**config.mk**
```make
export PLATFORM = sky130hd
export DESIGN_NAME = cam_rgb444_capture_flat
export DESIGN_NICKNAME = d
export VERILOG_FILES = /design/src/rtl/cam_rgb444_capture_if.sv /design/src/rtl/cam_rgb444_capture.sv /design/src/flat_wrapper.sv
export SDC_FILE = /design/constraint.sdc
export NUM_CORES = 1
export LEC_CHECK = 0
export CAP_MARGIN = 20
export CORE_MARGIN = 3
export CORE_UTILIZATION = 50
export DETAILED_ROUTE_END_ITERATION = 7
export HOLD_SLACK_MARGIN = 0.15
export PLACE_DENSITY = 0.73
export SLEW_MARGIN = 20
export SYNTH_ARGS = -nofsm -noshare
export SYNTH_HDL_FRONTEND = slang
export SYNTH_SLANG_ARGS = --single-unit
```
**constraint.sdc**
```tcl
create_clock -name i_clk -period 2.2 [get_ports i_clk]
set_input_delay 0.33 -clock i_clk [delete_from_list [all_inputs] [get_ports i_clk]]
set_output_delay 0.33 -clock i_clk [all_outputs]
set_load 0.02 [all_outputs]
```
**src/rtl/cam_rgb444_capture_if.sv**
```systemverilog
// Camera pin bundle plus frame-buffer write port. The capture block uses
// the slave view; the camera/frame-buffer side (or a bench) uses the master view.
interface cam_rgb444_capture_if #(
  parameter int AW = 15,
  parameter int DW = 12
);
  logic          CAM_PCLK;
  logic          CAM_VSYNC;
  logic          CAM_HREF;
  logic [7:0]    CAM_px_data;
  logic [AW-1:0] DP_RAM_addr_in;
  logic [DW-1:0] DP_RAM_data_in;
  logic          DP_RAM_regW;
  logic          frame_done;
  logic          overflow_err;

  modport master (
    output CAM_PCLK, CAM_VSYNC, CAM_HREF, CAM_px_data,
    input  DP_RAM_addr_in, DP_RAM_data_in, DP_RAM_regW, frame_done, overflow_err
  );

  modport slave (
    input  CAM_PCLK, CAM_VSYNC, CAM_HREF, CAM_px_data,
    output DP_RAM_addr_in, DP_RAM_data_in, DP_RAM_regW, frame_done, overflow_err
  );
endinterface

```
**src/rtl/cam_rgb444_capture.sv**
```systemverilog
// OV7670-style RGB444 capture into a row-major frame buffer, sampled in clk.
// States: WAIT_VS (await blanking) | WAIT_START (await VSYNC fall) | CAPTURE (store pixels)
module cam_rgb444_capture #(
  parameter int IMG_W = 160,
  parameter int IMG_H = 120,
  parameter int AW    = 15,
  parameter int DW    = 12
) (
  input  logic                 i_clk,
  input  logic                 i_rst,
  cam_rgb444_capture_if.slave  bus
);
  localparam int CW = $clog2(IMG_W + 1);
  localparam int RW = $clog2(IMG_H + 1);

  typedef enum logic [1:0] {WAIT_VS, WAIT_START, CAPTURE} state_t;

  state_t        r_state;
  state_t        w_state_nx;

  logic          r_pclk_s1, r_pclk_s2, r_pclk_s3;
  logic          r_vs_s1, r_vs_s2, r_vs_prev;
  logic          r_href_s1, r_href_s2, r_href_prev;
  logic [7:0]    r_px_s1, r_px_s2;

  logic          w_pclk_rise, w_vs_rise, w_vs_fall, w_href_fall;
  logic          w_clear, w_take_byte, w_line_end, w_frame_end, w_in_frame;

  logic [AW-1:0] r_addr, r_base;
  logic [DW-1:0] r_data;
  logic          r_regw, r_fd_pend, r_frame_done, r_ovf, r_phase;
  logic [3:0]    r_red;
  logic [CW-1:0] r_col;
  logic [RW-1:0] r_row;

  // Edges of VSYNC/HREF are judged between successive PCLK rises, as the camera launches them.
  always_ff @(posedge i_clk) begin
    if (i_rst) begin
      r_pclk_s1   <= 1'b0;
      r_pclk_s2   <= 1'b0;
      r_pclk_s3   <= 1'b0;
      r_vs_s1     <= 1'b0;
      r_vs_s2     <= 1'b0;
      r_vs_prev   <= 1'b0;
      r_href_s1   <= 1'b0;
      r_href_s2   <= 1'b0;
      r_href_prev <= 1'b0;
      r_px_s1     <= '0;
      r_px_s2     <= '0;
    end else begin
      r_pclk_s1 <= bus.CAM_PCLK;
      r_pclk_s2 <= r_pclk_s1;
      r_pclk_s3 <= r_pclk_s2;
      r_vs_s1   <= bus.CAM_VSYNC;
      r_vs_s2   <= r_vs_s1;
      r_href_s1 <= bus.CAM_HREF;
      r_href_s2 <= r_href_s1;
      r_px_s1   <= bus.CAM_px_data;
      r_px_s2   <= r_px_s1;
      if (w_pclk_rise) begin
        r_vs_prev   <= r_vs_s2;
        r_href_prev <= r_href_s2;
      end
    end
  end

  assign w_pclk_rise = r_pclk_s2 & ~r_pclk_s3;
  assign w_vs_rise   = w_pclk_rise & r_vs_s2 & ~r_vs_prev;
  assign w_vs_fall   = w_pclk_rise & ~r_vs_s2 & r_vs_prev;
  assign w_href_fall = w_pclk_rise & ~r_href_s2 & r_href_prev;

  always_ff @(posedge i_clk) begin
    if (i_rst) r_state <= WAIT_VS;
    else       r_state <= w_state_nx;
  end

  always_comb begin
    w_state_nx = r_state;
    case (r_state)
      WAIT_VS:    if (w_pclk_rise && r_vs_s2) w_state_nx = WAIT_START;
      WAIT_START: if (w_vs_fall)              w_state_nx = CAPTURE;
      CAPTURE:    if (w_vs_rise)              w_state_nx = WAIT_START;
      default:                                w_state_nx = WAIT_VS;
    endcase
  end

  always_comb begin
    w_clear     = 1'b0;
    w_take_byte = 1'b0;
    w_line_end  = 1'b0;
    w_frame_end = 1'b0;
    case (r_state)
      WAIT_START: w_clear = w_vs_fall;
      CAPTURE: begin
        w_take_byte = w_pclk_rise & r_href_s2;
        w_line_end  = w_href_fall;
        w_frame_end = w_vs_rise;
      end
      default: ;
    endcase
  end

  assign w_in_frame = (r_col < CW'(IMG_W)) && (r_row < RW'(IMG_H));

  // frame_done trails by one extra flop so a coincident final write is strobed first.
  always_ff @(posedge i_clk) begin
    if (i_rst) begin
      r_addr       <= '0;
      r_data       <= '0;
      r_regw       <= 1'b0;
      r_fd_pend    <= 1'b0;
      r_frame_done <= 1'b0;
      r_ovf        <= 1'b0;
      r_phase      <= 1'b0;
      r_red        <= '0;
      r_col        <= '0;
      r_row        <= '0;
      r_base       <= '0;
    end else begin
      r_regw       <= 1'b0;
      r_fd_pend    <= w_frame_end;
      r_frame_done <= r_fd_pend;
      if (w_clear) begin
        r_col   <= '0;
        r_row   <= '0;
        r_base  <= '0;
        r_phase <= 1'b0;
        r_ovf   <= 1'b0;
      end else if (w_take_byte) begin
        if (!r_phase) begin
          r_red   <= r_px_s2[3:0];
          r_phase <= 1'b1;
        end else begin
          r_phase <= 1'b0;
          if (w_in_frame) begin
            r_addr <= r_base + AW'(r_col);
            r_data <= DW'({r_red, r_px_s2});
            r_regw <= 1'b1;
          end else begin
            r_ovf <= 1'b1;
          end
          if (r_col < CW'(IMG_W)) r_col <= r_col + CW'(1);
        end
      end else if (w_line_end) begin
        r_phase <= 1'b0;
        if (r_col != '0) begin
          r_col <= '0;
          if (r_row < RW'(IMG_H)) begin
            r_row  <= r_row + RW'(1);
            r_base <= r_base + AW'(IMG_W);
          end
        end
      end
    end
  end

  assign bus.DP_RAM_addr_in = r_addr;
  assign bus.DP_RAM_data_in = r_data;
  assign bus.DP_RAM_regW    = r_regw;
  assign bus.frame_done     = r_frame_done;
  assign bus.overflow_err   = r_ovf;
endmodule

```
**src/flat_wrapper.sv**
```systemverilog
// flat-port wrapper written by rule: the top's interface ports become plain ports
module cam_rgb444_capture_flat 
#(
  parameter int IMG_W = 160,
  parameter int IMG_H = 120,
  parameter int AW    = 15,
  parameter int DW    = 12
)
  (i_clk, i_rst, bus_CAM_PCLK, bus_CAM_VSYNC, bus_CAM_HREF, bus_CAM_px_data, bus_DP_RAM_addr_in, bus_DP_RAM_data_in, bus_DP_RAM_regW, bus_frame_done, bus_overflow_err);
  cam_rgb444_capture_if #(.AW(AW), .DW(DW)) bus_i ();
  input  logic i_clk;
  input  logic i_rst;
  input wire logic [$bits(bus_i.CAM_PCLK)-1:0] bus_CAM_PCLK;
  input wire logic [$bits(bus_i.CAM_VSYNC)-1:0] bus_CAM_VSYNC;
  input wire logic [$bits(bus_i.CAM_HREF)-1:0] bus_CAM_HREF;
  input wire logic [$bits(bus_i.CAM_px_data)-1:0] bus_CAM_px_data;
  output wire logic [$bits(bus_i.DP_RAM_addr_in)-1:0] bus_DP_RAM_addr_in;
  output wire logic [$bits(bus_i.DP_RAM_data_in)-1:0] bus_DP_RAM_data_in;
  output wire logic [$bits(bus_i.DP_RAM_regW)-1:0] bus_DP_RAM_regW;
  output wire logic [$bits(bus_i.frame_done)-1:0] bus_frame_done;
  output wire logic [$bits(bus_i.overflow_err)-1:0] bus_overflow_err;
  assign bus_i.CAM_PCLK = bus_CAM_PCLK;
  assign bus_i.CAM_VSYNC = bus_CAM_VSYNC;
  assign bus_i.CAM_HREF = bus_CAM_HREF;
  assign bus_i.CAM_px_data = bus_CAM_px_data;
  assign bus_DP_RAM_addr_in = bus_i.DP_RAM_addr_in;
  assign bus_DP_RAM_data_in = bus_i.DP_RAM_data_in;
  assign bus_DP_RAM_regW = bus_i.DP_RAM_regW;
  assign bus_frame_done = bus_i.frame_done;
  assign bus_overflow_err = bus_i.overflow_err;
  cam_rgb444_capture #(.IMG_W(IMG_W), .IMG_H(IMG_H), .AW(AW), .DW(DW)) u_core (.i_clk(i_clk), .i_rst(i_rst), .bus(bus_i));
endmodule
```
==> flow_metrics.py <==
metrics = {
    "clock_network": {
        "ctsHtreeMaxLevel": 3,
        "cts_tree": "yes",
        "cts_hold_buffers": 0,
        "clkSinkCount": 88,
        "cts.path.max_buffers": 2,
        "cts_setup_buffers": 0,
        "cts_resized": 0,
        "cts_buffers": 9,
        "clock_latency_ns": 0.36,
        "cts.clk_slew.worst_paths_ns": 0.09,
        "cts-root-buf": "clkbuf_8",
    },
    "worst_hold_path": {
        "hp-start": "u_core.r_px_s2[6]",
        "hold_path_end": "u_core.bus.DP_RAM_data_in[6]",
        "hold_path_class": "reg2reg",
        "min_delay_path_depth": 2,
    },
    "pwr": {
        "finalPower_uw": 2914,
        "p_clk_share_pct": 42.0,
        "p_sw_uw": 627.5,
        "internal_power_uw": 2287,
        "seq_power_share_pct": 55.6,
        "power_density_mw_per_mm2": 674.6,
        "p_leak_uw": 0.001468,
        "pwr-share-comb_pct": 2.4,
        "p_sw_share_pct": 21.53,
        "irDropWorstVdd_mv": 0.5178,
    },
    "timing": {
        "rsz0062_at_grt": "no",
        "drv_slew": 0,
        "fin_crit_ns": 1.999,
        "fin_crit_sh_pct": 90.85,
        "max_slew_margin_pct": 59.18,
        "fin_hold_ws_ns": 0.4391,
        "hold_violations": 0,
        "skew_ns": 0.01145,
        "tightestPinTransition_ns": 0.6123,
        "setup_viol": 0,
        "tns_ns": 0,
        "clock.fmax_ghz": 0.5003,
    },
    "final_layout": {
        "drive_gt1_share_pct": 10.71,
        "nFillCells": 600,
        "multi_input_area_mm2": 0.001683,
        "fin_util_pct": 63.24,
        "fin_nets": 456,
        "antenna_cells": 0,
        "area_growth_pct": 21.67,
        "regArea_mm2": 0.001762,
    },
    "worst_setup_path": {
        "crit_type": "reg2reg",
        "start_kind": "flip-flop",
        "r2r.worst_path.cells": 7,
        "timing.rr.start": "u_core.r_col[5]",
        "arrival_ns": 2.27,
        "critPathMaxFanout": 7,
        "r2r-end": "u_core.bus.DP_RAM_addr_in[13]",
        "cp.required_ns": 2.47,
        "r2r_slack_ns": 0.20,
        "cp-end-kind": "flip-flop",
    },
    "floorplan": {
        "io_pins": 43,
        "die_area_mm2": 0.008149,
        "coreArea_mm2": 0.006832,
        "std_cell_rows": 30,
        "chipHeight_um": 90.27,
        "start_util_pct": 51.98,
        "die_x_um": 90.27,
    },
    "logic_synthesis": {
        "ys_async_sr_fraction_pct": 0,
        "ys_top_cells_by_area": "dfxtp_1 50%, nand2_1 5.6%, a21oi_1 4.9%, nor2b_1 4.8%, nor2_1 4.0%",
        "synth_common_cells": "88 x dfxtp_1, 53 x nand2_1, 38 x nor2_1, 35 x a21oi_1, 27 x nor2b_1",
        "ys_types": 46,
        "ys_ff_latch": 88,
        "yosysWarnings": 0,
        "netlist_area_mm2": 0.003551,
        "avgSynthCellArea_um2": 9.105,
        "synth-edff-count": 0,
        "synth_fp_nets": 411,
        "yosysMostFrequentCell": "dfxtp_1",
        "seq_area_frac_synth_pct": 49.61,
        "synthCells": 390,
        "synth.largest_area_cell": "dfxtp_1",
        "synth_top_cell_area_share_pct": 49.61,
        "synth_ff_type": "dfxtp_1",
    },
    "route": {
        "wire_per_inst_um": 13.19,
        "drtIter0Drc": 175,
        "ant_nets": 0,
        "vias": 2760,
        "wl_um": 7055,
        "drc_errors": 0,
        "avgViaCountPerCell": 5.159,
        "dr.pass1.iters": 4,
    },
    "global_routing": {
        "grt_pass1_wl_um": 12030,
        "antenna_found_initial": 0,
        "grt_pass1_vias": 2621,
        "grt-ovfl-total": 0,
        "grt_max_degree": 62,
        "gr-usage-all-layers_pct": 17.96,
    },
    "flow_run": {
        "maxCapViolCount": 0,
    },
    "place": {
        "io_buffer_count": 42,
        "dp_hpwl_um": 4843,
        "gp_congestion": 0.9016,
    },
    "run_status": {
        "status": "finished, final reports clean",
    },
}
[flip-flops by register name, indices dropped and copies added (netlist names), 2 cells and up]
| signal | flops |
|---|---|
| u_core.bus.DP_RAM_data_in | 12 |
| u_core.r_state | 2 |
| u_core.bus.DP_RAM_addr_in | 15 |
| u_core.r_col | 8 |
| u_core.r_px_s1 | 8 |
| u_core.r_red | 4 |
| u_core.r_row | 7 |
| u_core.r_base | 10 |
| u_core.r_px_s2 | 8 |
[per-layer routing]
| metal | global-route usage, % | vias up | share of wire [%] |
|---|---|---|---|
| li1 | - | 1411 | - |
| met5 | 0 | - | 0 |
| met4 | 8.546 | 0 | 2.3 |
| met3 | 3.583 | 11 | 5.0 |
| met2 | 29.56 | 63 | 47 |
| met1 | 22.64 | 1275 | 46 |
[cell families after synthesis]
family | after synthesis | share of synthesized area [%]
xor+xnor | 21 | 5.180
buf+inv | 27 | 3.277
simple gates | 174 | 26.53
flops | 88 | 49.61
compound gates | 66 | 10.68
mux | 6 | 1.691
fa+ha+maj | 8 | 3.030
[power groups by stage]
| stage | Sequential, uW | Clock (uW) | Combinational [uW] |
|---|---|---|---|
| global placement | 1660 | 0 | 69.0 |
| CTS | 1620 | 1250 | 70.5 |
| finish | 1620 | 1230 | 69.5 |
| detailed placement | 1660 | 0 | 70.0 |
| floorplan | 1650 | 0 | 42.0 |
| global route | 1620 | 1300 | 76.4 |
[worst max path at each step]
stage	startpoint	end	slack (ns)
after floorplan	u_core.r_col[5]	u_core.bus.DP_RAM_addr_in[9]	0.41
after global placement	u_core.r_col[5]	u_core.bus.DP_RAM_addr_in[12]	0.22
after detailed placement	u_core.r_col[5]	u_core.bus.DP_RAM_addr_in[11]	0.12
after CTS	u_core.r_col[5]	u_core.bus.DP_RAM_addr_in[11]	0.09
after global routing	u_core.r_col[5]	u_core.bus.DP_RAM_addr_in[9]	0.03
final	u_core.r_col[5]	u_core.bus.DP_RAM_addr_in[13]	0.20
[layout make-up]
class / count / area share (%)
sequential: 88 / 40.78
multi-input combinational: 275 / 38.95
timing repair buffer: 54 / 11.87
clock buffer: 9 / 2.867
tap: 96 / 2.780
clock inverter: 6 / 2.143
inverter: 7 / 0.6082
[through the flow]
stage / std cells / cell area (um2) / setup slack (ns)
global placement: 519 / 4089 / 0.2191
detailed placement: 519 / 4089 / 0.1172
floorplan: 390 / 3551 / 0.4066
finish: 535 / 4320 / 0.2012
global route: 535 / 4320 / 0.03173
CTS: 534 / 4305 / 0.08641
[layout by cell type (no fill, tap or decap), types with 3 or more instances in the layout]
master	Yosys	layout
mux2i_1	6	6
nor4_2	6	6
ha_1	7	7
nor2_2	5	5
a21o_1	3	3
and3_1	4	4
nor3_1	5	5
o21ai_0	10	10
a21oi_1	35	35
xnor2_1	13	13
nand2_1	53	53
a211oi_1	8	8
clkbuf_8	0	9
nand3_1	8	8
clkdlybuf4s50_1	0	41
nor2_1	38	38
nand3b_1	5	5
a31oi_1	3	3
nand4_1	7	7
inv_1	7	7
xor2_1	8	8
dfxtp_1	88	88
buf_4	0	11
nor2b_1	27	27
[worst max-delay path, cell delays in order, from the launching register on]
cell and delay (ns):
dfxtp_1 0.47, ha_1 0.21, inv_1 0.06, fa_1 0.47, nor2b_1 0.19, o211ai_1 0.11
xor2_1 0.17, a211oi_1 0.22
Note: power is estimated with default switching activity, not from simulation.
